[src/rtl/lsu_controller.sv]
// Load/store unit sequencer: accepts one memory instruction from execute, drives the
// data-memory port until it handshakes, and returns aligned/extended load data.
module lsu_controller #(
    parameter int unsigned TIMEOUT_CYCLES = 32'd255
) (
    input  logic        clk_in,
    input  logic        rst_n_in,
    input  logic        valid_in,
    input  logic        load_req_in,
    input  logic        store_req_in,
    input  logic [1:0]  load_size_in,
    input  logic        load_unsigned_in,
    input  logic [31:0] addr_in,
    input  logic [31:0] store_data_in,
    output logic        dmem_req_out,
    output logic        dmem_we_out,
    output logic [31:0] dmem_addr_out,
    output logic [3:0]  dmem_wmask_out,
    output logic [31:0] dmem_wdata_out,
    input  logic        dmem_ready_in,
    input  logic [31:0] dmem_rdata_in,
    output logic        stall_out,
    output logic [31:0] load_data_out,
    output logic        load_valid_out,
    output logic        misaligned_out,
    output logic        timeout_out
);

    typedef enum logic [2:0] {
        S_IDLE    = 3'd0,
        S_ACCESS  = 3'd1,
        S_DONE    = 3'd2,
        S_FAULT   = 3'd3,
        S_TOFAULT = 3'd4
    } state_e;

    localparam logic [15:0] TO_LAST = 16'(TIMEOUT_CYCLES - 32'd1);

    state_e      state_q, state_d;
    logic [15:0] cnt_q, cnt_d;
    logic [31:0] addr_q, addr_d;
    logic [1:0]  size_q, size_d;
    logic        uns_q, uns_d;
    logic        we_q, we_d;
    logic [31:0] sd_q, sd_d;
    logic [31:0] load_data_q, load_data_d;

    function automatic logic is_misaligned(input logic [1:0] size, input logic [1:0] a);
        logic bad;
        case (size)
            2'b00:   bad = 1'b0;
            2'b01:   bad = a[0];
            2'b10:   bad = a[1] | a[0];
            default: bad = 1'b1;
        endcase
        return bad;
    endfunction

    function automatic logic [3:0] lane_mask(input logic [1:0] size, input logic [1:0] a);
        logic [3:0] m;
        case (size)
            2'b00:   m = 4'b0001 << a;
            2'b01:   m = a[1] ? 4'b1100 : 4'b0011;
            2'b10:   m = 4'b1111;
            default: m = 4'b0000;
        endcase
        return m;
    endfunction

    function automatic logic [31:0] lane_data(input logic [1:0] size, input logic [31:0] sd);
        logic [31:0] d;
        case (size)
            2'b00:   d = {4{sd[7:0]}};
            2'b01:   d = {2{sd[15:0]}};
            default: d = sd;
        endcase
        return d;
    endfunction

    function automatic logic [31:0] extract(input logic [1:0] size, input logic uns,
                                            input logic [1:0] a, input logic [31:0] rdata);
        logic [31:0] sh;
        logic [31:0] res;
        case (size)
            2'b00: begin
                sh  = rdata >> {a, 3'b000};
                res = uns ? {24'h000000, sh[7:0]} : {{24{sh[7]}}, sh[7:0]};
            end
            2'b01: begin
                sh  = rdata >> {a[1], 4'b0000};
                res = uns ? {16'h0000, sh[15:0]} : {{16{sh[15]}}, sh[15:0]};
            end
            default: begin
                sh  = rdata;
                res = rdata;
            end
        endcase
        return res;
    endfunction

    // State and latched-request registers; reset discards any access in flight.
    always_ff @(posedge clk_in or negedge rst_n_in) begin
        if (!rst_n_in) begin
            state_q     <= S_IDLE;
            cnt_q       <= 16'h0000;
            addr_q      <= 32'h0000_0000;
            size_q      <= 2'b00;
            uns_q       <= 1'b0;
            we_q        <= 1'b0;
            sd_q        <= 32'h0000_0000;
            load_data_q <= 32'h0000_0000;
        end else begin
            state_q     <= state_d;
            cnt_q       <= cnt_d;
            addr_q      <= addr_d;
            size_q      <= size_d;
            uns_q       <= uns_d;
            we_q        <= we_d;
            sd_q        <= sd_d;
            load_data_q <= load_data_d;
        end
    end

    // Next-state logic and state-decoded outputs.
    always_comb begin
        state_d        = state_q;
        cnt_d          = cnt_q;
        addr_d         = addr_q;
        size_d         = size_q;
        uns_d          = uns_q;
        we_d           = we_q;
        sd_d           = sd_q;
        load_data_d    = load_data_q;
        dmem_req_out   = 1'b0;
        dmem_we_out    = 1'b0;
        dmem_addr_out  = 32'h0000_0000;
        dmem_wmask_out = 4'b0000;
        dmem_wdata_out = 32'h0000_0000;
        stall_out      = 1'b0;
        load_valid_out = 1'b0;
        misaligned_out = 1'b0;
        timeout_out    = 1'b0;

        case (state_q)
            S_IDLE: begin
                if (valid_in && (load_req_in || store_req_in)) begin
                    // Both direction flags at once is a decoder fault, not a request.
                    if ((load_req_in && store_req_in) ||
                        is_misaligned(load_size_in, addr_in[1:0])) begin
                        state_d = S_FAULT;
                    end else begin
                        state_d   = S_ACCESS;
                        cnt_d     = 16'h0000;
                        addr_d    = addr_in;
                        size_d    = load_size_in;
                        uns_d     = load_unsigned_in;
                        we_d      = store_req_in;
                        sd_d      = store_data_in;
                        stall_out = 1'b1;
                    end
                end else begin
                    state_d = S_IDLE;
                end
            end
            S_ACCESS: begin
                dmem_req_out   = 1'b1;
                dmem_we_out    = we_q;
                dmem_addr_out  = {addr_q[31:2], 2'b00};
                dmem_wmask_out = we_q ? lane_mask(size_q, addr_q[1:0]) : 4'b0000;
                dmem_wdata_out = we_q ? lane_data(size_q, sd_q) : 32'h0000_0000;
                stall_out      = 1'b1;
                if (dmem_ready_in) begin
                    state_d = S_DONE;
                    cnt_d   = 16'h0000;
                    if (!we_q) begin
                        load_data_d = extract(size_q, uns_q, addr_q[1:0], dmem_rdata_in);
                    end else begin
                        load_data_d = load_data_q;
                    end
                end else if (cnt_q == TO_LAST) begin
                    state_d = S_TOFAULT;
                    cnt_d   = 16'h0000;
                end else begin
                    cnt_d = cnt_q + 16'h0001;
                end
            end
            S_DONE: begin
                load_valid_out = ~we_q;
                cnt_d          = 16'h0000;
                state_d        = S_IDLE;
            end
            S_FAULT: begin
                misaligned_out = 1'b1;
                state_d        = S_IDLE;
            end
            S_TOFAULT: begin
                timeout_out = 1'b1;
                cnt_d       = 16'h0000;
                state_d     = S_IDLE;
            end
            default: begin
                state_d = S_IDLE;
                cnt_d   = 16'h0000;
            end
        endcase
    end

    assign load_data_out = load_data_q;

endmodule

[config.mk]
export PLATFORM = sky130hd
export DESIGN_NAME = lsu_controller
export DESIGN_NICKNAME = d
export VERILOG_FILES = /design/src/rtl/lsu_controller.sv
export SDC_FILE = /design/constraint.sdc
export NUM_CORES = 1
export LEC_CHECK = 0
export ABC_AREA = 1
export BUFFER_PORTS_ARGS = -buffer_cell sky130_fd_sc_hd__buf_2
export CORE_MARGIN = 4
export CORE_UTILIZATION = 48
export DETAILED_ROUTE_END_ITERATION = 8
export MAX_ROUTING_LAYER = met4
export PLACE_DENSITY = 0.85
export REMOVE_ABC_BUFFERS = 1
export SYNTH_ARGS = -nofsm -noshare
export SYNTH_HDL_FRONTEND = slang
export SYNTH_SLANG_ARGS = --single-unit
[constraint.sdc]
create_clock -name clk_in -period 2.65 [get_ports clk_in]
set_clock_uncertainty 0.2 [all_clocks]
set_input_delay 0.795 -clock clk_in [delete_from_list [all_inputs] [get_ports clk_in]]
set_output_delay 0.795 -clock clk_in [all_outputs]
set_load 0.02 [all_outputs]
Yosys cells after proc, flatten, opt, wreduce, memory -nomap -nowiden
Index checks and enable logic that the tools add are counted.
{"block": "op_classes", "n_mux": 32, "shifts": 3, "n_eq_ne": 12, "addsub": 1, "bitwise": 4, "reduce_logical": 10}
{"cell": "32-bit two-way mux", "n": 5}
{"cell": "32-bit one-hot mux with 2 select lines", "n": 2}
{"cell": "16-bit two-way mux", "n": 4}
{"cell": "16-bit one-hot mux with 3 select lines", "n": 1}
{"cell": "32-bit by 5-bit right shift with 16-bit output", "n": 1}
{"cell": "32-bit by 5-bit right shift with 8-bit output", "n": 1}
{"cell": "16-bit by 1-bit adder with 16-bit output, second input constant", "n": 1}
{"cell": "16-bit by 8-bit equality test with 1-bit output, second input constant", "n": 1}
{"cell": "4-bit two-way mux", "n": 3}
{"cell": "4-bit one-hot mux with 3 select lines", "n": 1}
{"cell": "1-bit two-way mux", "n": 9}
{"cell": "3-bit two-way mux", "n": 3}
{"cell": "3-bit AND reduction", "n": 3}
{"cell": "3-bit by 2-bit equality test with 1-bit output, second input constant", "n": 2}
{"cell": "3-bit one-hot mux with 2 select lines", "n": 1}
{"cell": "2-bit by 1-bit equality test with 1-bit output, second input constant", "n": 2}
{"cell": "2-bit equality test, second input constant", "n": 2}
{"cell": "2-bit zero test", "n": 2}
{"cell": "2-bit != test, second input constant", "n": 2}
{"cell": "1-bit by 2-bit left shift with 4-bit output, first input constant", "n": 1}
{"cell": "3-bit by 1-bit equality test with 1-bit output, second input constant", "n": 1}
{"cell": "3-bit equality test, second input constant", "n": 1}
{"cell": "3-bit zero test", "n": 1}
{"cell": "3-bit != test, second input constant", "n": 1}
{"cell": "other kinds (7)", "n": 11}
{"block": "totals", "regBits": 119, "word_cells": 70, "inputBits": 105, "out_inout_bits": 106}

Longest topological paths before layout
{"block": "depth", "depth_word": 8, "depth_mapped": 12, "mapped_depth_nobuf": 9}

Least setup slack after synthesis
OpenSTA, ideal clock, no wires.
{"block": "synth_timing", "path_type": "in2out", "start": "input port addr_in[1]", "end": "output port stall_out", "arrival_ns": 1.830, "setup_slack_ns": -0.175, "path_stages": 9, "required_time_ns": 1.655, "n_path_buf": 3, "cell_sequence": "inv_1 nand2_1 o21ai_1 and2_1 buf_2 nand3_2 buf_2 buf_6 nand2_1"}
{"block": "synth_between", "elab_chain_cells": 8}
{"element": "start, declared", "line_no": "13", "text": "input logic [31:0] addr_in,"}
{"element": "1-bit OR", "line_no": "53", "text": "2'b10: bad = a[1] | a[0];"}
{"element": "1-bit one-hot mux with 3 select lines", "line_no": "50", "text": "case (size)"}
{"element": "1-bit two-way mux", "line_no": "146", "text": "if (valid_in && (load_req_in || store_req_in)) begin"}
{"element": "1-bit two-way mux", "line_no": "144", "text": "case (state_q)"}
{"element": "1-bit logical OR", "line_no": "148", "text": "if ((load_req_in && store_req_in) ||"}
{"element": "1-bit two-way mux", "line_no": "148"}
{"element": "1-bit two-way mux", "line_no": "146"}
{"element": "1-bit one-hot mux with 2 select lines", "line_no": "144"}
{"element": "end, declared", "line_no": "22", "text": "output logic stall_out,"}
Every way passes these cells. The select of a mux whose other input is x is not followed.

Worst setup path after layout
{"block": "layout_timing", "start": "register state_q[1]", "end": "output port dmem_wdata_out[14]"}
{"block": "layout_between", "elab_chain_cells": 2}
{"element": "start, declared", "line_no": "39", "text": "state_e state_q, state_d;"}
{"element": "start signal, assigned", "line_no": "113", "text": "state_q <= state_d;"}
{"element": "3-bit by 1-bit equality test with 1-bit output", "line_no": "144"}
{"element": "32-bit two-way mux", "line_no": "144"}
{"element": "end, declared", "line_no": "19", "text": "output logic [31:0] dmem_wdata_out,"}
Every way passes these cells.

==> results.yml <==
status:
  outcome: "finished with violations"
  violations: "negative setup slack"
logic_synthesis:
  netlist_instances: 1082
  yosys.cell_types.count: 38
  yosysSeqAreaShare_pct: 41.1
  synthArstFlopShare_pct: 100
  synth_flop_cell: "sky130_fd_sc_hd__dfrtp_1"
  mappedNetlistArea_um2: 7240
  yosysTopAreaCellShare_pct: 41.1
  synthesis.yosys.warnings: 0
  synth-edff-count: 0
  synth-seq-cells: 119
  synthTopCellsByCount: "sky130_fd_sc_hd__nand2_1 (389), sky130_fd_sc_hd__inv_1 (135), sky130_fd_sc_hd__nor2_1 (130)"
  netlist_top_cells_area: "sky130_fd_sc_hd__dfrtp_1 (41%), sky130_fd_sc_hd__nand2_1 (20%), sky130_fd_sc_hd__nand4_1 (7.6%)"
  synth_area_per_cell_um2: 6.69
  synth_most_common_cell: "sky130_fd_sc_hd__nand2_1"
  synth_top_cell_by_area: "sky130_fd_sc_hd__dfrtp_1"
clock_tree:
  cts_num_sinks: 119
  clock_path_buffers: 2
  cts_root_buffer: "sky130_fd_sc_hd__clkbuf_16"
  htree_levels: 4
  tritoncts_clock_tree: "built"
  cts.reportedPaths.clkPinSlew_ps: 60
  cts_buffers: 17
  clock_insertion_delay_worst_skew_ps: 420
power:
  power.static_leakage_nw: 5.41
  vdd_ir_drop_max_mv: 0.600
  power.density_cell_area_nw_per_um2: 1080
hold_path:
  worstHoldPathType: "primary input to async pin"
job:
  drv_cap: 0
sta:
  setup_ws_ps: -164
  worst_slew_pin_slew_ps: 775
  fmax_mhz: 355
  finalMaxSlewViolations: 0
  finalWorstPathRequiredPeriod_ps: 2810
  finalHoldViolCount: 0
  max-slew-margin-rel_pct: 48.3
  final.period_utilization_pct: 106
  timing.hold.ws_ps: 229
  timing.final.setup_violations: 67
  rsz0062_at_grt: "true"
drt:
  final_antenna_net_count: 0
  drt_pre_antenna_iters: 5
  totalWireLength_um: 23400
  post-route-drc-count: 0
  dr.first_iter.drc_count: 643
  routedWlPerCell_um: 15.8
  route.vias.total: 8048
  route.detailed.vias_per_inst: 5.45
die:
  die-height_um: 131
  placementRows: 44
  starting_density_pct: 49.4
  die_x_extent_um: 131
  coreArea_um2: 14600
  die_area_um2: 17100
  ioPinCount: 211
placed_design:
  port_buffers: 208
  hpwlAfterDp_um: 14600
  post-place-ws_ps: -7.26
  place_congestion: 0.904
grt:
  grt_pass1_vias: 7361
  antenna_found_initial: 2
  gr_ovfl_total: 0
  grt_max_degree: 120
  global_route.usage.total_pct: 26.9
  grt_pass1_wl_um: 35700
final_layout:
  drive_above_1_share_pct: 26.9
  nFillCells: 1216
  area_growth_syn_to_layout_pct: 31.1
  layout.nets: 1386
critical_path:
  critical_path_peak_fanout: 5
  timing.critical_path.to_type: "output pin"
  worst-endpoint-required_ps: 1660
  arrival_ps: 1820
  worstSetupPathType: "register to output pin"
  sort_of_element_at_the_start_of_the_critical_path: "register"
## cell usage in the layout (no fill, tap or decap), drive strengths merged, types with 2 or more instances in the layout
cell / count
nor2: 134
clkbuf: 22
nand2: 389
nor3: 7
nand4: 88
a21oi: 13
a31oi: 2
ha: 2
diode: 2
nand3: 52
xor2: 2
buf: 241
o21bai: 3
conb: 2
o221ai: 2
or2: 23
clkinv: 9
clkinvlp: 4
inv: 142
o22ai: 7
o21ai: 25
dfrtp: 119
## power by group
part	switching [mW]	total, mW	internal (mW)	leakage (nW)
registers	0.585	3.19	2.61	1.49
logic	3.22	4.96	1.74	3.67
clock network	0.854	2.06	1.21	0.252
total	4.66	10.2	5.56	5.41
## registers in the layout (all words and copies together) (netlist names)
register and count:
addr_q 32, load_data_out 32, sd_q 32, cnt_q 16, state_q 3, size_q 2
uns_q 1, we_q 1
## metrics by stage
step	util, %	instance area [µm²]	std cells	setup TNS (ps)	power, mW
global route	64.8	9490	1478	-11000	10.9
finish	64.8	9490	1478	-5640	10.2
global placement	57.4	8410	1435	-2.32	7.41
detailed placement	57.4	8410	1435	-7.26	7.54
CTS	62.3	9130	1471	-5240	9.79
floorplan	-	6930	1017	-145950	5.92
## per-layer routing
| layer | global-route usage, % | share of wire [%] |
|---|---|---|
| met1 | 34.1 | 40 |
| met2 | 42.1 | 49 |
| met3 | 6.63 | 9.5 |
| met4 | 9.32 | 2.3 |
| met5 | - | 0 |
## layout make-up
class                      instances  area [µm²]  share of cell area [%]
clock buffer                      20         447                    4.71
antenna                            2        5.00                  0.0528
timing repair buffer             243        1630                    17.2
tap                              184         230                    2.43
clock inverter                    12        81.3                   0.857
multi-input combinational        755        3570                    37.6
inverter                         143         544                    5.74
sequential                       119        2980                    31.4
## worst max-delay path, stage by stage (launching register included)
cell,delay (ps)
sky130_fd_sc_hd__dfrtp_1,400
sky130_fd_sc_hd__nor3_4,240
sky130_fd_sc_hd__inv_4,70
sky130_fd_sc_hd__nor2_8,100
sky130_fd_sc_hd__buf_6,150
sky130_fd_sc_hd__o221ai_2,100
sky130_fd_sc_hd__nor2_1,150
sky130_fd_sc_hd__buf_4,170
## cell families after synthesis
family | Yosys count | synth area share (%)
AOI/OAI and AO/OA | 53 | 4.39
xor gates and xnor gates | 2 | 0.242
adders and majority gates | 2 | 0.346
buffers and inverters | 209 | 11.8
DFF | 119 | 41.1
other | 1 | 0.0518
and+or+nand+nor | 696 | 42.0
## what timing repair did
| action | CTS | global route |
|---|---|---|
| hold buffers | 0 | 0 |
| setup endpoints to repair | 68 | 68 |
| pin swaps | 5 | 6 |
| gates resized for setup | 53 | 86 |
| buffers inserted | 4 | 2 |
| cloned | 0 | 3 |
## worst paths after layout
kind                                        start                     end  slack, ps  cells past startpoint
max                        state_q[1]$_DFFE_PN0P_      dmem_wdata_out[14]       -160                      7
min                                      rst_n_in  addr_q[10]$_DFFE_PN0P_        230                      2
max reg2reg                state_q[1]$_DFFE_PN0P_    cnt_q[4]$_DFFE_PN0P_        450                      8
min reg2reg                  sd_q[31]$_DFFE_PN0P_    sd_q[31]$_DFFE_PN0P_        270                      2
max in group asynchronous                rst_n_in   size_q[1]$_DFFE_PN0P_       1440                      2
min in group clk_in          sd_q[31]$_DFFE_PN0P_    sd_q[31]$_DFFE_PN0P_        270                      2
(Power assumes the default switching activity.)
